[config.mk]
export PLATFORM = sky130hd
export DESIGN_NAME = apb_vgachargen_ctrl
export DESIGN_NICKNAME = d
export VERILOG_FILES = /design/src/rtl/apb_vgachargen_pkg.sv /design/src/rtl/chargen_wr_fifo.sv /design/src/rtl/apb_vgachargen_ctrl.sv
export SDC_FILE = /design/constraint.sdc
export NUM_CORES = 1
export LEC_CHECK = 0
export CAP_MARGIN = 10
export CORE_ASPECT_RATIO = 0.7
export CORE_MARGIN = 8
export CORE_UTILIZATION = 50
export CTS_BUF_LIST = sky130_fd_sc_hd__clkbuf_4 sky130_fd_sc_hd__clkbuf_8
export DETAILED_ROUTE_END_ITERATION = 8
export DONT_BUFFER_PORTS = 1
export GPL_TIMING_DRIVEN = 1
export PLACE_DENSITY = 0.68
export SLEW_MARGIN = 10
export SYNTH_ARGS = -nofsm -noshare
export SYNTH_HDL_FRONTEND = slang
export SYNTH_SLANG_ARGS = --single-unit
[constraint.sdc]
create_clock -name clk_i -period 4.8 [get_ports clk_i]
set_input_delay 1.44 -clock clk_i [delete_from_list [all_inputs] [get_ports clk_i]]
set_output_delay 1.44 -clock clk_i [all_outputs]
set_load 0.03 [all_outputs]
[src/rtl/apb_vgachargen_pkg.sv]
// ============================================================================
//  Module      : apb_vgachargen_pkg
//  Description : Register map, bit positions and FSM encoding shared by the
//                APB character-generator control block.
//  Revision    : 1.0 - initial release
// ============================================================================
`default_nettype none

package apb_vgachargen_pkg;

    localparam logic [1:0] c_REG_CTRL   = 2'd0;
    localparam logic [1:0] c_REG_STATUS = 2'd1;
    localparam logic [1:0] c_REG_CURSOR = 2'd2;
    localparam logic [1:0] c_REG_DATA   = 2'd3;

    localparam int c_CTRL_EN      = 0;
    localparam int c_CTRL_AUTOINC = 1;
    localparam int c_CTRL_CLR     = 2;

    localparam int c_STAT_BUSY  = 0;
    localparam int c_STAT_FULL  = 1;
    localparam int c_STAT_EMPTY = 2;
    localparam int c_STAT_LVL   = 8;

    typedef enum logic [1:0] {
        IDLE  = 2'd0,
        DRAIN = 2'd1,
        CLEAR = 2'd2
    } fsm_e;

    localparam logic [7:0] SPACE_CHAR = 8'h20;

endpackage

`default_nettype wire

[src/rtl/chargen_wr_fifo.sv]
// ============================================================================
//  Module      : chargen_wr_fifo
//  Description : Synchronous FIFO buffering char/attribute write entries.
//  Revision    : 1.0 - initial release
// ============================================================================
`default_nettype none

module chargen_wr_fifo #(
    parameter int WIDTH = 8,
    parameter int DEPTH = 4
) (
    input  logic                     clk,
    input  logic                     rst,
    input  logic                     i_push,
    input  logic [WIDTH-1:0]         i_data,
    input  logic                     i_pop,
    output logic [WIDTH-1:0]         o_data,
    output logic                     o_full,
    output logic                     o_empty,
    output logic [$clog2(DEPTH):0]   o_level
);

    localparam int AW = $clog2(DEPTH);

    logic [WIDTH-1:0] r_mem [DEPTH];
    logic [AW:0]      r_wptr;
    logic [AW:0]      r_rptr;
    logic             w_push_ok;
    logic             w_pop_ok;

    assign w_push_ok = i_push & ~o_full;
    assign w_pop_ok  = i_pop & ~o_empty;

    // Extra pointer MSB distinguishes full from empty when the indices match.
    assign o_level = r_wptr - r_rptr;
    assign o_full  = (o_level == (AW+1)'(DEPTH));
    assign o_empty = (r_wptr == r_rptr);
    assign o_data  = r_mem[r_rptr[AW-1:0]];

    always_ff @(posedge clk or posedge rst) begin
        if (rst) begin
            r_wptr <= '0;
            r_rptr <= '0;
        end else begin
            if (w_push_ok) r_wptr <= r_wptr + (AW+1)'(1);
            if (w_pop_ok)  r_rptr <= r_rptr + (AW+1)'(1);
        end
    end

    always_ff @(posedge clk) begin
        if (w_push_ok) r_mem[r_wptr[AW-1:0]] <= i_data;
    end

endmodule

`default_nettype wire

[src/rtl/apb_vgachargen_ctrl.sv]
// ============================================================================
//  Module      : apb_vgachargen_ctrl
//  Description : APB slave that buffers character writes, auto-advances the
//                cursor and runs a hardware clear-screen engine.
//  Revision    : 1.0 - initial release
// ============================================================================
`default_nettype none

module apb_vgachargen_ctrl
    import apb_vgachargen_pkg::*;
#(
    parameter int APB_ADDR_WIDTH = 12,
    parameter int APB_DATA_WIDTH = 32,
    parameter int COLS           = 80,
    parameter int ROWS           = 60,
    parameter int CHAR_W         = 8,
    parameter int ATTR_W         = 8,
    parameter int FIFO_DEPTH     = 4
) (
    input  logic                                  clk_i,
    input  logic                                  rst_i,
    input  logic [APB_ADDR_WIDTH-1:0]             apb_paddr_i,
    input  logic [APB_DATA_WIDTH-1:0]             apb_pwdata_i,
    input  logic                                  apb_pwrite_i,
    input  logic                                  apb_psel_i,
    input  logic                                  apb_penable_i,
    output logic [APB_DATA_WIDTH-1:0]             apb_prdata_o,
    output logic                                  apb_pready_o,
    output logic                                  apb_pslverr_o,
    output logic                                  mem_valid_o,
    input  logic                                  mem_ready_i,
    output logic [$clog2(COLS*ROWS)-1:0]          mem_addr_o,
    output logic [CHAR_W-1:0]                     mem_char_o,
    output logic [ATTR_W-1:0]                     mem_attr_o,
    output logic                                  display_en_o
);

    localparam int N       = COLS * ROWS;
    localparam int POS_W   = $clog2(N);
    localparam int LVL_W   = $clog2(FIFO_DEPTH) + 1;
    localparam int ENTRY_W = POS_W + CHAR_W + ATTR_W;

    localparam logic [POS_W-1:0]          c_LAST   = POS_W'(N - 1);
    localparam logic [APB_DATA_WIDTH-1:0] c_N_DATA = APB_DATA_WIDTH'(N);

    fsm_e                r_state;
    logic                r_en;
    logic                r_autoinc;
    logic [POS_W-1:0]    r_cursor;
    logic [POS_W-1:0]    r_clr_cnt;

    logic                w_access;
    logic                w_addr_ok;
    logic [1:0]          w_reg;
    logic                w_err;
    logic                w_data_wr;
    logic                w_stall;
    logic                w_pready;
    logic                w_commit;
    logic                w_wr_ctrl;
    logic                w_wr_cursor;
    logic                w_push;
    logic                w_pop;
    logic                w_clr_mode;
    logic                w_mem_valid;
    logic                w_hs;
    logic                w_full;
    logic                w_empty;
    logic [LVL_W-1:0]    w_level;
    logic [ENTRY_W-1:0]  w_head;
    logic [POS_W-1:0]    w_cursor_next;
    logic [APB_DATA_WIDTH-1:0] w_rdata;
    logic                w_unused;

    assign w_unused  = ^apb_paddr_i[1:0];

    assign w_access  = apb_psel_i & apb_penable_i;
    assign w_addr_ok = (apb_paddr_i[APB_ADDR_WIDTH-1:4] == '0);
    assign w_reg     = apb_paddr_i[3:2];

    always_comb begin
        w_err = 1'b0;
        if (!w_addr_ok) begin
            w_err = 1'b1;
        end else begin
            case (w_reg)
                c_REG_STATUS: w_err = apb_pwrite_i;
                c_REG_DATA:   w_err = ~apb_pwrite_i;
                c_REG_CURSOR: w_err = apb_pwrite_i & (apb_pwdata_i >= c_N_DATA);
                default:      w_err = 1'b0;
            endcase
        end
    end

    // A DATA write waits while the FIFO is full (even if it pops this cycle)
    // or while a drain/clear is in progress, so it lands after the clear.
    assign w_data_wr   = w_access & apb_pwrite_i & w_addr_ok & (w_reg == c_REG_DATA);
    assign w_stall     = w_data_wr & (w_full | (r_state != IDLE));
    assign w_pready    = w_access & ~w_stall;
    assign w_commit    = w_pready & ~w_err;
    assign w_wr_ctrl   = w_commit & apb_pwrite_i & (w_reg == c_REG_CTRL);
    assign w_wr_cursor = w_commit & apb_pwrite_i & (w_reg == c_REG_CURSOR);
    assign w_push      = w_commit & apb_pwrite_i & (w_reg == c_REG_DATA);

    assign w_clr_mode  = (r_state == CLEAR);
    assign w_mem_valid = r_en & (w_clr_mode | ~w_empty);
    assign w_hs        = w_mem_valid & mem_ready_i;
    assign w_pop       = w_hs & ~w_clr_mode;

    assign w_cursor_next = (r_cursor == c_LAST) ? '0 : r_cursor + POS_W'(1);

    chargen_wr_fifo #(
        .WIDTH (ENTRY_W),
        .DEPTH (FIFO_DEPTH)
    ) u_fifo (
        .clk     (clk_i),
        .rst     (rst_i),
        .i_push  (w_push),
        .i_data  ({r_cursor, apb_pwdata_i[CHAR_W-1:0], apb_pwdata_i[CHAR_W +: ATTR_W]}),
        .i_pop   (w_pop),
        .o_data  (w_head),
        .o_full  (w_full),
        .o_empty (w_empty),
        .o_level (w_level)
    );

    always_comb begin
        mem_addr_o = '0;
        mem_char_o = '0;
        mem_attr_o = '0;
        if (w_mem_valid) begin
            if (w_clr_mode) begin
                mem_addr_o = r_clr_cnt;
                mem_char_o = CHAR_W'(SPACE_CHAR);
            end else begin
                mem_addr_o = w_head[ENTRY_W-1:CHAR_W+ATTR_W];
                mem_char_o = w_head[CHAR_W+ATTR_W-1:ATTR_W];
                mem_attr_o = w_head[ATTR_W-1:0];
            end
        end
    end

    assign mem_valid_o  = w_mem_valid;
    assign display_en_o = r_en;

    always_comb begin
        w_rdata = '0;
        case (w_reg)
            c_REG_CTRL: begin
                w_rdata[c_CTRL_EN]      = r_en;
                w_rdata[c_CTRL_AUTOINC] = r_autoinc;
            end
            c_REG_STATUS: begin
                w_rdata[c_STAT_BUSY]           = (r_state != IDLE);
                w_rdata[c_STAT_FULL]           = w_full;
                w_rdata[c_STAT_EMPTY]          = w_empty;
                w_rdata[c_STAT_LVL +: LVL_W]   = w_level;
            end
            c_REG_CURSOR: w_rdata[POS_W-1:0] = r_cursor;
            default:      w_rdata = '0;
        endcase
    end

    assign apb_pready_o  = w_pready;
    assign apb_pslverr_o = w_pready & w_err;
    assign apb_prdata_o  = (w_pready & ~apb_pwrite_i & ~w_err) ? w_rdata : '0;

    always_ff @(posedge clk_i or posedge rst_i) begin
        if (rst_i) begin
            r_state   <= IDLE;
            r_en      <= 1'b0;
            r_autoinc <= 1'b0;
            r_cursor  <= '0;
            r_clr_cnt <= '0;
        end else begin
            if (w_wr_ctrl) begin
                r_en      <= apb_pwdata_i[c_CTRL_EN];
                r_autoinc <= apb_pwdata_i[c_CTRL_AUTOINC];
            end
            if (w_wr_cursor) r_cursor <= apb_pwdata_i[POS_W-1:0];
            if (w_push && r_autoinc) r_cursor <= w_cursor_next;

            case (r_state)
                IDLE: begin
                    if (w_wr_ctrl && apb_pwdata_i[c_CTRL_CLR]) begin
                        r_state  <= DRAIN;
                        r_cursor <= '0;
                    end
                end
                DRAIN: begin
                    if (r_en && w_empty) begin
                        r_state   <= CLEAR;
                        r_clr_cnt <= '0;
                    end
                end
                CLEAR: begin
                    if (w_hs) begin
                        if (r_clr_cnt == c_LAST) r_state <= IDLE;
                        else                     r_clr_cnt <= r_clr_cnt + POS_W'(1);
                    end
                end
                default: r_state <= IDLE;
            endcase
        end
    end

endmodule

`default_nettype wire
==> impl_metrics.py, run 1 <==
metrics = {
    "die": {
        "die_w_um": 162,
        "rows": 37,
        "die_y_um": 118,
        "coreArea_sq_um": 14600,
        "dieArea_sq_um": 19100,
        "io_pins": 115,
        "initial_core_util": 0.509,
    },
    "setup_path": {
        "start_kind": "input port",
        "end_kind": "primary output",
        "cp_max_fo": 7,
        "r2r_end": "u_fifo.r_mem[0][27]",
        "regToRegSetupSlack_ns": 1.51,
        "crit_end": "apb_prdata_o[11]",
        "worstSetupPathType": "input port to primary output",
        "ff2ff_path_depth": 9,
        "worst-endpoint-arrival_ns": 3.25,
        "timing.rr.start": "u_fifo.r_wptr[0]",
        "crit_path_start": "apb_paddr_i[3]",
        "worstPathRequired_ns": 3.36,
    },
    "timing": {
        "grt_setup_unrepaired": "false",
        "worst_pin_slew_ns": 1.17,
        "slew_violations": 0,
        "skew_ns": 0.0164,
        "hold_violations": 0,
        "holdWs_ns": 0.537,
        "setup_viol": 0,
        "layout_setup_ws_ns": 0.109,
        "fin_crit_sh": 0.977,
        "fmax_ghz": 0.213,
        "slew_headroom": 0.198,
        "min_period_ns": 4.69,
    },
    "synthesis": {
        "synth.mux.area_fraction": 0.0971,
        "seq_area_frac_synth": 0.591,
        "syn_inst": 560,
        "synthesis.area_sq_um": 7420,
        "synth_top_area_frac": 0.469,
        "synth_xor_area_frac": 0.0268,
        "synth-compound-area-share": 0.0723,
        "yosys-top-cells-count": "edfxtp_1, nand2_1, dfrtp_1",
        "avgSynthCellArea_sq_um": 13.2,
        "synth_top_family_by_area": "simple AND/OR/NAND/NOR gates",
        "synth_enable_flop_cells": 116,
        "ys_types": 56,
        "ys_top_cells_by_area": "edfxtp_1, dfrtp_1, mux4_2",
        "yosys.area_share.simple": 0.140,
        "synth.most_common_cell": "edfxtp_1",
        "synth-main-ff-cell": "edfxtp_1",
        "ys_async_sr_fraction": 0.237,
        "ys_ff_latch": 152,
        "yosys_warnings": 0,
        "yosys.area.top_type": "edfxtp_1",
        "yosys.area_share.adder": 0.0280,
    },
    "global_route": {
        "grt_max_degree": 32,
        "grt-ovfl-total": 0,
        "antenna_found_initial": 0,
        "grt_pass1_vias": 4990,
        "grt_pass1_wl_mm": 27.2,
        "grtUsageTotal": 0.186,
    },
    "worst_hold_path": {
        "hold_depth": 1,
        "hp-class": "flip-flop to flip-flop",
    },
    "clock_network": {
        "cts.htree.levels": 4,
        "post-cts-setup-buffers": 0,
        "cts_root_buf": "clkbuf_8",
        "cts.repair.resized": 0,
        "cts_hold_buf": 0,
        "cts_buffers": 17,
        "clkLatencyLatePin_ns": 0.46,
        "cts_sinks": 152,
        "cts_tree": "built",
        "clk_pin_slew_worst_paths_ns": 0.07,
        "cts_max_path_buffers": 2,
    },
    "drt": {
        "wire_per_inst_um": 21.3,
        "num_vias": 4847,
        "wl_met1_mm": 7.94,
        "met3_length_mm": 1.68,
        "initialDrtViolationCount": 512,
        "ant_nets": 0,
        "drc": 0,
        "routed_wl_mm": 17.4,
        "first_pass_iters": 5,
        "routed.top_layer": "met4",
        "vias_per_cell": 5.93,
        "wl_met2_mm": 7.65,
    },
    "cells_and_area": {
        "final_util": 0.572,
        "diodes": 0,
        "finalNonFillerCells": 817,
        "nFillCells": 1191,
        "nets": 675,
        "syn_to_final_growth_pct": 12.5,
        "drive_gt1_frac": 0.228,
    },
    "power_and_ir_drop": {
        "power_density_nw_per_um2": 294,
        "power.internal_mw": 1.93,
        "p_leak_nw": 3.10,
        "vdd_drop_max_mv": 0.174,
        "switching_power_mw": 0.524,
        "combPwrFrac": 0.025,
        "clkPwrFrac": 0.400,
        "p_seq_frac": 0.575,
        "switching_share": 0.213,
    },
    "placement": {
        "place_inst": 785,
        "io_buffers": 0,
        "hpwl_mm": 12.3,
        "post-place-ws_ns": 0.0158,
        "gp_congestion": 0.895,
    },
    "run_status": {
        "status": "completed",
    },
    "flow_run": {
        "cap_viol_max_count": 0,
    },
}
[power by group through the flow]
stage / Combinational [mW] / Sequential [mW] / Clock, mW
4_1_cts: 0.0611 / 1.41 / 1.00
6_report: 0.0622 / 1.41 / 0.983
5_1_grt: 0.0675 / 1.41 / 1.06
3_3_place_gp: 0.0596 / 1.44 / 0
2_1_floorplan: 0.0623 / 1.44 / 0
3_5_place_dp: 0.0609 / 1.44 / 0
[layout make-up]
class / count / area, sq um / share of cell area
Sequential cell: 152 / 4390 / 0.525
Timing Repair Buffer: 57 / 428 / 0.0513
Tap cell: 195 / 244 / 0.0292
Clock inverter: 10 / 120 / 0.0144
Multi-Input combinational cell: 362 / 2820 / 0.337
Inverter: 19 / 71.3 / 0.00854
Clock buffer: 22 / 284 / 0.0340
[cell usage in the layout, fill, tap and decap left out, types with 15 or more instances in the layout]
master    Yosys  routed
edfxtp_1    116     116
nand2_1      60      60
buf_4        20      57
dfrtp_1      36      35
mux4_2       29      29
nor2_1       26      26
a21oi_1      21      21
inv_1        19      19
conb_1        1      19
clkbuf_8      0      19
nand3_1      19      18
xnor2_1      17      17
nor2b_1      17      17
ha_1         15      15
[layer usage]
layer	vias to the layer above	GRT usage
li1	2183	-
met1	2410	0.261
met2	235	0.265
met3	19	0.0660
met4	0	0.0542
met5	-	0
[registers in the layout, summed over array words and instances, names as in the netlist]
register	flops
display_en_o	1
r_autoinc	1
r_clr_cnt	13
r_cursor	13
r_state	2
u_fifo.r_mem	116
u_fifo.r_rptr	3
u_fifo.r_wptr	3
[worst min path at each step]
stage	startpoint	end	slack (ns)
6_report	u_fifo.r_rptr[2]	u_fifo.r_rptr[2]	0.54
3_5_place_dp	u_fifo.r_rptr[2]	u_fifo.r_rptr[2]	0.53
5_1_grt	u_fifo.r_wptr[2]	u_fifo.r_wptr[2]	0.57
2_1_floorplan	r_cursor[5]	u_fifo.r_mem[0][21]	0.47
3_3_place_gp	u_fifo.r_rptr[2]	u_fifo.r_rptr[2]	0.51
4_1_cts	u_fifo.r_rptr[2]	u_fifo.r_rptr[2]	0.54
[worst max-delay path, cell delays in order]
cell and delay (ns):
inv_1 0.04, ha_1 0.21, nor4_2 0.14, nand3_1 0.11, or4_4 0.53, and2_4 0.18, nor3_1 0.17, buf_4 0.21
and2_4 0.22
[metrics by stage]
stage,area (sq um),TNS (ns),power [mW]
4_1_cts,8330,0,2.47
3_3_place_gp,7930,0,1.50
3_5_place_dp,7930,0,1.50
6_report,8350,0,2.46
2_1_floorplan,7510,-1.11,1.50
5_1_grt,8350,0,2.53
[logic make-up after synthesis]
family	count (synthesis)
other	1
multiplexers	35
AO/OA/AOI/OAI	76
flip-flops	152
AND/OR/NAND/NOR	195
buffers and inverters	64
adder cells (fa/ha/maj)	16
XOR/XNOR	21
No activity file was read; power rests on OpenSTA's default activity.
==> run 2: changes to the inputs <==
--- a/config.mk
+++ b/config.mk
@@ -8,12 +8,12 @@
 export CAP_MARGIN = 10
 export CORE_ASPECT_RATIO = 0.7
 export CORE_MARGIN = 8
-export CORE_UTILIZATION = 50
+export CORE_UTILIZATION = 40
 export CTS_BUF_LIST = sky130_fd_sc_hd__clkbuf_4 sky130_fd_sc_hd__clkbuf_8
 export DETAILED_ROUTE_END_ITERATION = 8
 export DONT_BUFFER_PORTS = 1
 export GPL_TIMING_DRIVEN = 1
-export PLACE_DENSITY = 0.68
+export PLACE_DENSITY = 0.56
 export SLEW_MARGIN = 10
 export SYNTH_ARGS = -nofsm -noshare
 export SYNTH_HDL_FRONTEND = slang
==> constraint.sdc (replaced) <==
create_clock -name clk_i -period 4.8 [get_ports clk_i]
set_input_delay 0.72 -clock clk_i [delete_from_list [all_inputs] [get_ports clk_i]]
set_output_delay 0.72 -clock clk_i [all_outputs]
set_load 0.03 [all_outputs]
==> run 2 against run 1 <==
First-iteration DRC count shrank 20%; register-to-register slack got worse by 0.37 ns; hold slack lost 0.26 ns; sequential cell count unchanged; power is 2.0% lower; critical endpoint is now mem_addr_o[9]; wire length up 3.3%; largest power group unchanged; critical path type is now flip-flop to primary output; final area decreased by 3.2%; combinational power shrank 3.5%.
==> impl_metrics.py, run 2 (synthesis gave the netlist of run 1 again) <==
metrics = {
    "drt": {
        "vias_per_cell": 5.64,
        "ant_nets": 0,
        "wire_per_inst_um": 21.9,
        "drc": 0,
        "routed_wl_mm": 18.0,
        "num_vias": 4639,
        "initialDrtViolationCount": 411,
        "first_pass_iters": 5,
    },
    "timing": {
        "min_period_ns": 3.88,
        "fin_crit_sh": 0.808,
        "hold_violations": 0,
        "grt_setup_unrepaired": "false",
        "fin_setup_tns_ns": 0,
        "slew_headroom": 0.232,
        "skew_ns": 0.0152,
        "slew_violations": 0,
        "worst_pin_slew_ns": 1.14,
        "setup_viol": 0,
        "fmax_ghz": 0.258,
    },
    "cells_and_area": {
        "nets": 640,
        "syn_to_final_growth_pct": 8.94,
        "mostFrequentLayoutCells": "edfxtp_1, nand2_1, dfrtp_1",
        "final_area_sq_um": 8080,
        "drive_gt1_frac": 0.167,
        "largest_reg_flops": 116,
        "mostFrequentLayoutCell": "edfxtp_1",
        "diodes": 0,
    },
    "clock_network": {
        "cts_max_path_buffers": 2,
        "clkLatencyLatePin_ns": 0.45,
        "clk_pin_slew_worst_paths_ns": 0.09,
        "cts_tree": "built",
        "cts_hold_buf": 0,
        "cts_root_buf": "clkbuf_8",
        "post-cts-setup-buffers": 0,
        "cts_sinks": 152,
        "cts.repair.resized": 0,
        "cts.htree.levels": 4,
        "cts_buffers": 17,
    },
    "setup_path": {
        "slowest_stage": "o21ai_1",
        "start_kind": "flip-flop",
        "crit_path_start": "u_fifo.r_rptr[1]",
        "timing.rr.start": "u_fifo.r_rptr[1]",
        "crit_end": "mem_addr_o[9]",
        "ff2ff_path_depth": 7,
        "cp_max_fo": 15,
        "slowest_delay_ns": 0.93,
        "cp_cell_sequence": "inv_1, ha_1, nand3_1, o21ai_1, a21oi_1",
        "regToRegSetupSlack_ns": 1.14,
        "worst-endpoint-arrival_ns": 3.16,
        "worstSetupPathType": "flip-flop to primary output",
        "r2r_end": "u_fifo.r_mem[1][2]",
        "end_kind": "primary output",
        "worstPathRequired_ns": 4.08,
    },
    "global_route": {
        "grt_max_degree": 37,
        "grtUsageTotal": 0.159,
        "antenna_found_initial": 0,
        "grt_pass1_vias": 4658,
        "grt_pass1_wl_mm": 27.7,
        "grt-ovfl-total": 0,
    },
    "die": {
        "dieArea_sq_um": 23200,
        "coreArea_sq_um": 18100,
        "rows": 41,
        "die_y_um": 130,
        "die_w_um": 179,
        "initial_core_util": 0.410,
        "io_pins": 115,
    },
    "power_and_ir_drop": {
        "p_leak_nw": 2.89,
        "vdd_drop_max_mv": 0.173,
        "power_density_nw_per_um2": 298,
    },
    "placement": {
        "hpwl_mm": 12.7,
        "io_buffers": 0,
        "gp_congestion": 0.838,
        "placed_area_sq_um": 7710,
    },
    "worst_hold_path": {
        "hp-class": "input port to asynchronous set/reset pin",
    },
    "flow_run": {
        "cap_viol_max_count": 0,
    },
    "run_status": {
        "status": "completed",
    },
}
run 2: cell count changes in the layout (fill, tap and decap cells not counted), sizes merged:
cell    change
clkbuf      -5
inv         +5
bufinv      -1
clkinv      +1
buf        -35
run 2: worst min path at each step:
stage	depth (start not counted)	to
5_1_grt	2	r_cursor[2]
3_5_place_dp	1	u_fifo.r_rptr[2]
4_1_cts	2	u_fifo.r_wptr[1]
3_3_place_gp	1	u_fifo.r_rptr[2]
2_1_floorplan	0	u_fifo.r_mem[0][21]
6_report	2	r_clr_cnt[5]
run 2: worst max-delay path, delay by kind of cell (launching register included):
family | cells | cell delay, ns
flip-flops | 1 | 0.76
buffers and inverters | 1 | 0.11
adder cells (fa/ha/maj) | 1 | 0.33
AND/OR/NAND/NOR | 1 | 0.16
AO/OA/AOI/OAI | 2 | 1.36
run 2: through the flow:
stage	hold WS, ns	std cells	setup WS, ns	total power [mW]	util
3_3_place_gp	0.509	791	1.12	1.50	0.426
3_5_place_dp	0.522	791	1.09	1.50	0.426
4_1_cts	0.279	823	0.762	2.43	0.446
6_report	0.278	823	0.919	2.41	0.446
5_1_grt	0.305	823	0.664	2.49	0.446
2_1_floorplan	0.474	578	0.975	1.50	-
run 2: layout make-up:
class                   count  area, sq um
fillers                  1661        10000
flip-flops and latches    152         4390
multi-input cells         362         2790
well taps                 236          295
clock buffers              17          234
repair buffers             22          165
clock inverters            15          141
inverters                  19         71.3
run 2: routing by layer:
| metal | GRT usage | routed length, um | part of all wire |
|---|---|---|---|
| met1 | 0.216 | 8080 | 0.45 |
| met2 | 0.248 | 8620 | 0.48 |
| met3 | 0.0433 | 1130 | 0.063 |
| met4 | 0.0412 | 172 | 0.0096 |
| met5 | 0 | 0 | 0 |
run 2: where the power goes:
group | internal [mW] | switching (mW) | total, mW
clock | 0.421 | 0.516 | 0.937
sequential | 1.41 | 0.00157 | 1.41
combinational | 0.0119 | 0.0481 | 0.0600
==> RTL change 1, RTL diff (settings of run 1) <==
The 3 states of `fsm_e` get a one-hot encoding in 3 bits.
--- a/src/rtl/apb_vgachargen_pkg.sv
+++ b/src/rtl/apb_vgachargen_pkg.sv
@@ -24,6 +24,6 @@
 
-    typedef enum logic [1:0] {
-        IDLE  = 2'd0,
-        DRAIN = 2'd1,
-        CLEAR = 2'd2
+    typedef enum logic [2:0] {
+        IDLE  = 3'b001,
+        DRAIN = 3'b010,
+        CLEAR = 3'b100
     } fsm_e;
Behaviour: no difference found for any inputs over 4 cycles, from zero or initial values and one cycle with rst_i high; so few cycles prove little.
==> RTL change 1 against run 1 <==
- synthesized area fell by 0.86%
- register-to-register slack improved by 0.12 ns
- setup slack gained 0.010 ns
- first-iteration DRC count down 3.1%
- die area shrank 0.76%
- clock power about the same
- final cell count shrank 3.1%
- final area fell by 2.5%
- critical path depth is the same
- sequential cell count up 1
- wire length fell by 3.0%
- maximum frequency is 0.22% higher
- total power is 2.3% higher
==> RTL change 1: results (changes against run 1) <==
status completed; placed standard-cell area 7720 um2 (-2.6%); total power draw 2.51 mW (+2.3%); layout cells sized above 1 19.8% (-3.1 points); Lkg Pwr 2.99 nW (-3.7%); share of synthesized registers carrying an async set or reset 24.2% (+0.50 points); commonest cells in the netlist edfxtp_1 (116), nand2_1 (51), dfrtp_1 (36), mux4_2 (29), nor2_1 (28); Sequential Power Share 57.0% (-0.5 points); Worst Hold Slack 0.535 ns (-0.00213 ns); Clk power 0.986 mW (about the same); post-synthesis mux area share 10.0% (+0.31 points); Layout Nets 650 (-3.7%); post-synthesis xor/xnor area fraction 1.63% (-1.0 points); top cells by area, synth edfxtp_1 (47%), dfrtp_1 (12%), mux4_2 (8.9%); sequential share of the synthesized area 60.0% (+0.87 points); Fillers 1193 (+0.17%); post-detail-place hpwl 12100 um (-1.9%); Slew @ Worst Pin 0.746 ns (-0.427 ns); mean post-synth cell area 13.3 um2 (+0.39%); Post-Synth Adder-Cell Area 2.82% (+0.024 points); all-layer global routing usage 18.6% (about the same); crit share post-route 97.5% (-0.22 points); fin cells 792 (-3.1%); register area 4410 um2 (+0.60%); Vias/cell 5.97 (+0.65%)
[RTL change 1: changes by cell type in the layout (fill, tap and decap cells not counted), sizes merged, moves of 5 or more]
cell   change
inv        -7
nand2      -9
nor4       -6
buf       -20
a32o       -5
mux2i      +5
o21ai     +13
xnor2     -10
nor2b     -14
and2      +10
a22oi      +6
and3       +6
o31ai      +6
[RTL change 1: final cells by class]
type | instances | area share, %
flip-flops and latches | 153 | 54.2
well taps | 195 | 3.00
multi-input cells | 361 | 33.6
clock buffers | 19 | 3.13
repair buffers | 37 | 3.56
inverters | 14 | 0.645
clock inverters | 13 | 1.87
[RTL change 1: timing repair]
| item | in CTS | in global routing |
|---|---|---|
| hold buffers | 0 | 0 |
| endpoints found under the setup margin | 0 | 8 |
| resized for setup | 0 | 2 |
| setup buffers | 0 | 1 |
[RTL change 1: metal layers]
metal,part of all wire (%),GRT usage (%),vias to the layer above
met5,0,0,-
met1,44,26.1,2348
met2,46,26.9,232
li1,-,-,2127
met4,1.4,6.40,0
met3,8.7,5.52,22
[RTL change 1: worst paths after layout]
| path | endpoint | cells after the start |
|---|---|---|
| max in group asynchronous | u_fifo.r_rptr[0]$_DFFE_PP0P_ | 2 |
| max | apb_prdata_o[4] | 9 |
| min | u_fifo.r_rptr[2]$_DFFE_PP0P_ | 1 |
| min reg2reg | u_fifo.r_rptr[2]$_DFFE_PP0P_ | 1 |
| max reg2reg | u_fifo.r_mem[1][23]$_DFFE_PP_ | 10 |
| min in group asynchronous | r_clr_cnt[6]$_DFFE_PP0P_ | 2 |
[RTL change 1: critical path, cell delays in order]
cell and delay (ns):
inv_1 0.05, ha_1 0.23, nor3b_2 0.19, nand4_1 0.16
o32a_1 0.37, nor3_2 0.20, buf_4 0.22, and3_1 0.21
buf_4 0.17
==> RTL change 2, RTL diff (config.mk and constraints of run 1) <==
Made on the original files. Change the parameter `ATTR_W` from 8 to 7.
--- a/src/rtl/apb_vgachargen_ctrl.sv
+++ b/src/rtl/apb_vgachargen_ctrl.sv
@@ -16,3 +16,3 @@
     parameter int CHAR_W         = 8,
-    parameter int ATTR_W         = 8,
+    parameter int ATTR_W         = 7,
     parameter int FIFO_DEPTH     = 4
Interface: changed (resized mem_attr_o); port bits go from 115 to 114. No check against the original RTL was run, so the function may have changed too.
==> RTL change 2 against run 1 <==
- sequential cell count is 4 lower
- synthesized area fell by 2.1%
- critical path depth is 1 lower
- wire length shrank 0.88%
- non-clock buffer count decreased by 13
- final area down 3.3%
- total power increased by 0.41%
- via count fell by 2.5%
- setup slack better by 0.16 ns
- largest power group unchanged
- highest routed layer unchanged
==> RTL change 2: results (changes against run 1) <==
status completed; first-pass iteration count of the detailed router 5 (unchanged); Lkg Pwr 3.06 nW (-1.4%); synth warn 0 (unchanged); all-layer global routing usage 18.7% (+0.17 points); skew final 0.0169 ns (+0.000484 ns); Min-Delay Path Depth 1 (unchanged); Fillers 1204 (+1.1%); worst hold start u_fifo.r_rptr[2]$_DFFE_PP0P_; vias in the first global route 4633 (-7.2%); Clock Tree Root clkbuf_8; clock latency on the worst-skew pair 0.46 ns (about the same); fin cells 787 (-3.7%); GR Overflow Total 0 (unchanged); max-slew violation count 0 (unchanged); post-synth cell types 63 (+13%); Worst R2R Path Depth 10 (+1); sequential share of the synthesized area 58.7% (-0.41 points); worst r2r src u_fifo.r_wptr[0]$_DFFE_PP0P_; reg2reg end u_fifo.r_mem[2][1]$_DFFE_PP_; number of flip-flops under the largest register name 112 (-3.4%); initial antenna violation count 0 (unchanged); Slew @ Worst Pin 1.20 ns (+0.0262 ns); crit path DAT 3.09 ns (-0.16 ns); first-pass GRT wire length 26400 um (-3.1%); R2R setup slack 1.30 ns (-0.21 ns); post-detail-place hpwl 11900 um (-3.8%); post-CTS sizing 0 (unchanged); # diodes 0 (unchanged); post-CTS setup buffer count 0 (unchanged); layout cells sized above 1 20.3% (-2.6 points); Worst-path clk slew 0.08 ns; Vias/cell 6.01 (+1.2%); Routed Antenna Nets 0 (unchanged); commonest cells in the netlist edfxtp_1 (112), nand2_1 (47), dfrtp_1 (36), mux4_2 (28), nor2_1 (26); pre-CTS setup slack 0.238 ns (+0.223 ns); routability congestion estimate 0.917 (+2.5%); worst-path fanout max 8 (+1); placed standard-cell area 7640 um2 (-3.6%); largest net degree at the start of global routing 37 (+16%); Hold WC Path Type flop to flop; top cells by area, synth edfxtp_1 (46%), dfrtp_1 (12%), mux4_2 (8.7%); Post-Place Cells 755 (-3.8%); CTS Buffer Depth 2 (unchanged); Layout Nets 645 (-4.4%); share of synthesized registers carrying an async set or reset 24.3% (+0.64 points); instance count of the mapped netlist 545 (-2.7%); drt first-iter violations 458 (-11%); Worst Hold Slack 0.527 ns (-0.0100 ns); Worst Hold End u_fifo.r_rptr[2]$_DFFE_PP0P_; number of synthesized flops with an enable pin 112 (-3.4%); detailed-route wire length per cell 22.0 um (+2.9%); Max VDD drop 164 uV (-5.7%)
## RTL change 2: cell types whose count changed after synthesis, sizes merged, moves of 5 or more
cell     before  now
a2111oi       5    0
inv          19   13
mux2i         0    5
nand4         2   11
clkbuf       16   22
nand2        60   49
and2         12    4
a32o          5    0
and3         10   22
## RTL change 2: critical path, stage by stage
cell and delay [ns]:
inv_1 0.05, ha_1 0.29, nor3b_1 0.22, o311ai_1 0.16
nor3_1 0.35, buf_4 0.23, and3_1 0.18, buf_4 0.16
## RTL change 2: logic make-up after synthesis
group | synth area share, %
buffers and inverters | 4.49
xor gates and xnor gates | 2.74
muxes | 10.1
and+or+nand+nor | 14.6
AOI/OAI and AO/OA | 6.46
DFF | 58.7
adders and majority gates | 2.86
other | 0.0516
## RTL change 2: final cells by class
class                      count  area (um2)  area share [%]
clock buffer                  19         255            3.16
clock inverter                13         173            2.14
inverter                      14        57.6           0.713
multi-input combinational    354        2740            34.0
sequential                   148        4270            52.9
tap                          195         244            3.02
timing repair buffer          44         330            4.09
## RTL change 2: report_power, final
group | internal [mW] | switching [mW]
logic | 0.0110 | 0.0488
clock network | 0.542 | 0.491
registers | 1.37 | 0.00173
## RTL change 2: worst max path at each step
stage,from,endpoint,slack [ns],cells past startpoint
detailed placement,apb_paddr_i[3],apb_prdata_o[11],0.24,8
global placement,apb_paddr_i[3],apb_prdata_o[4],0.33,8
finish,apb_paddr_i[3],apb_prdata_o[11],0.27,8
floorplan,apb_paddr_i[3],apb_prdata_o[0],0.16,7
global route,apb_paddr_i[3],apb_prdata_o[11],0.13,8
CTS,apb_paddr_i[3],apb_prdata_o[11],0.23,8
## RTL change 2: per-layer routing
metal	global-route usage, %	share of wire (%)
met3	7.16	11
met2	28.1	45
met5	0	0
met4	5.40	0.86
met1	25.2	43
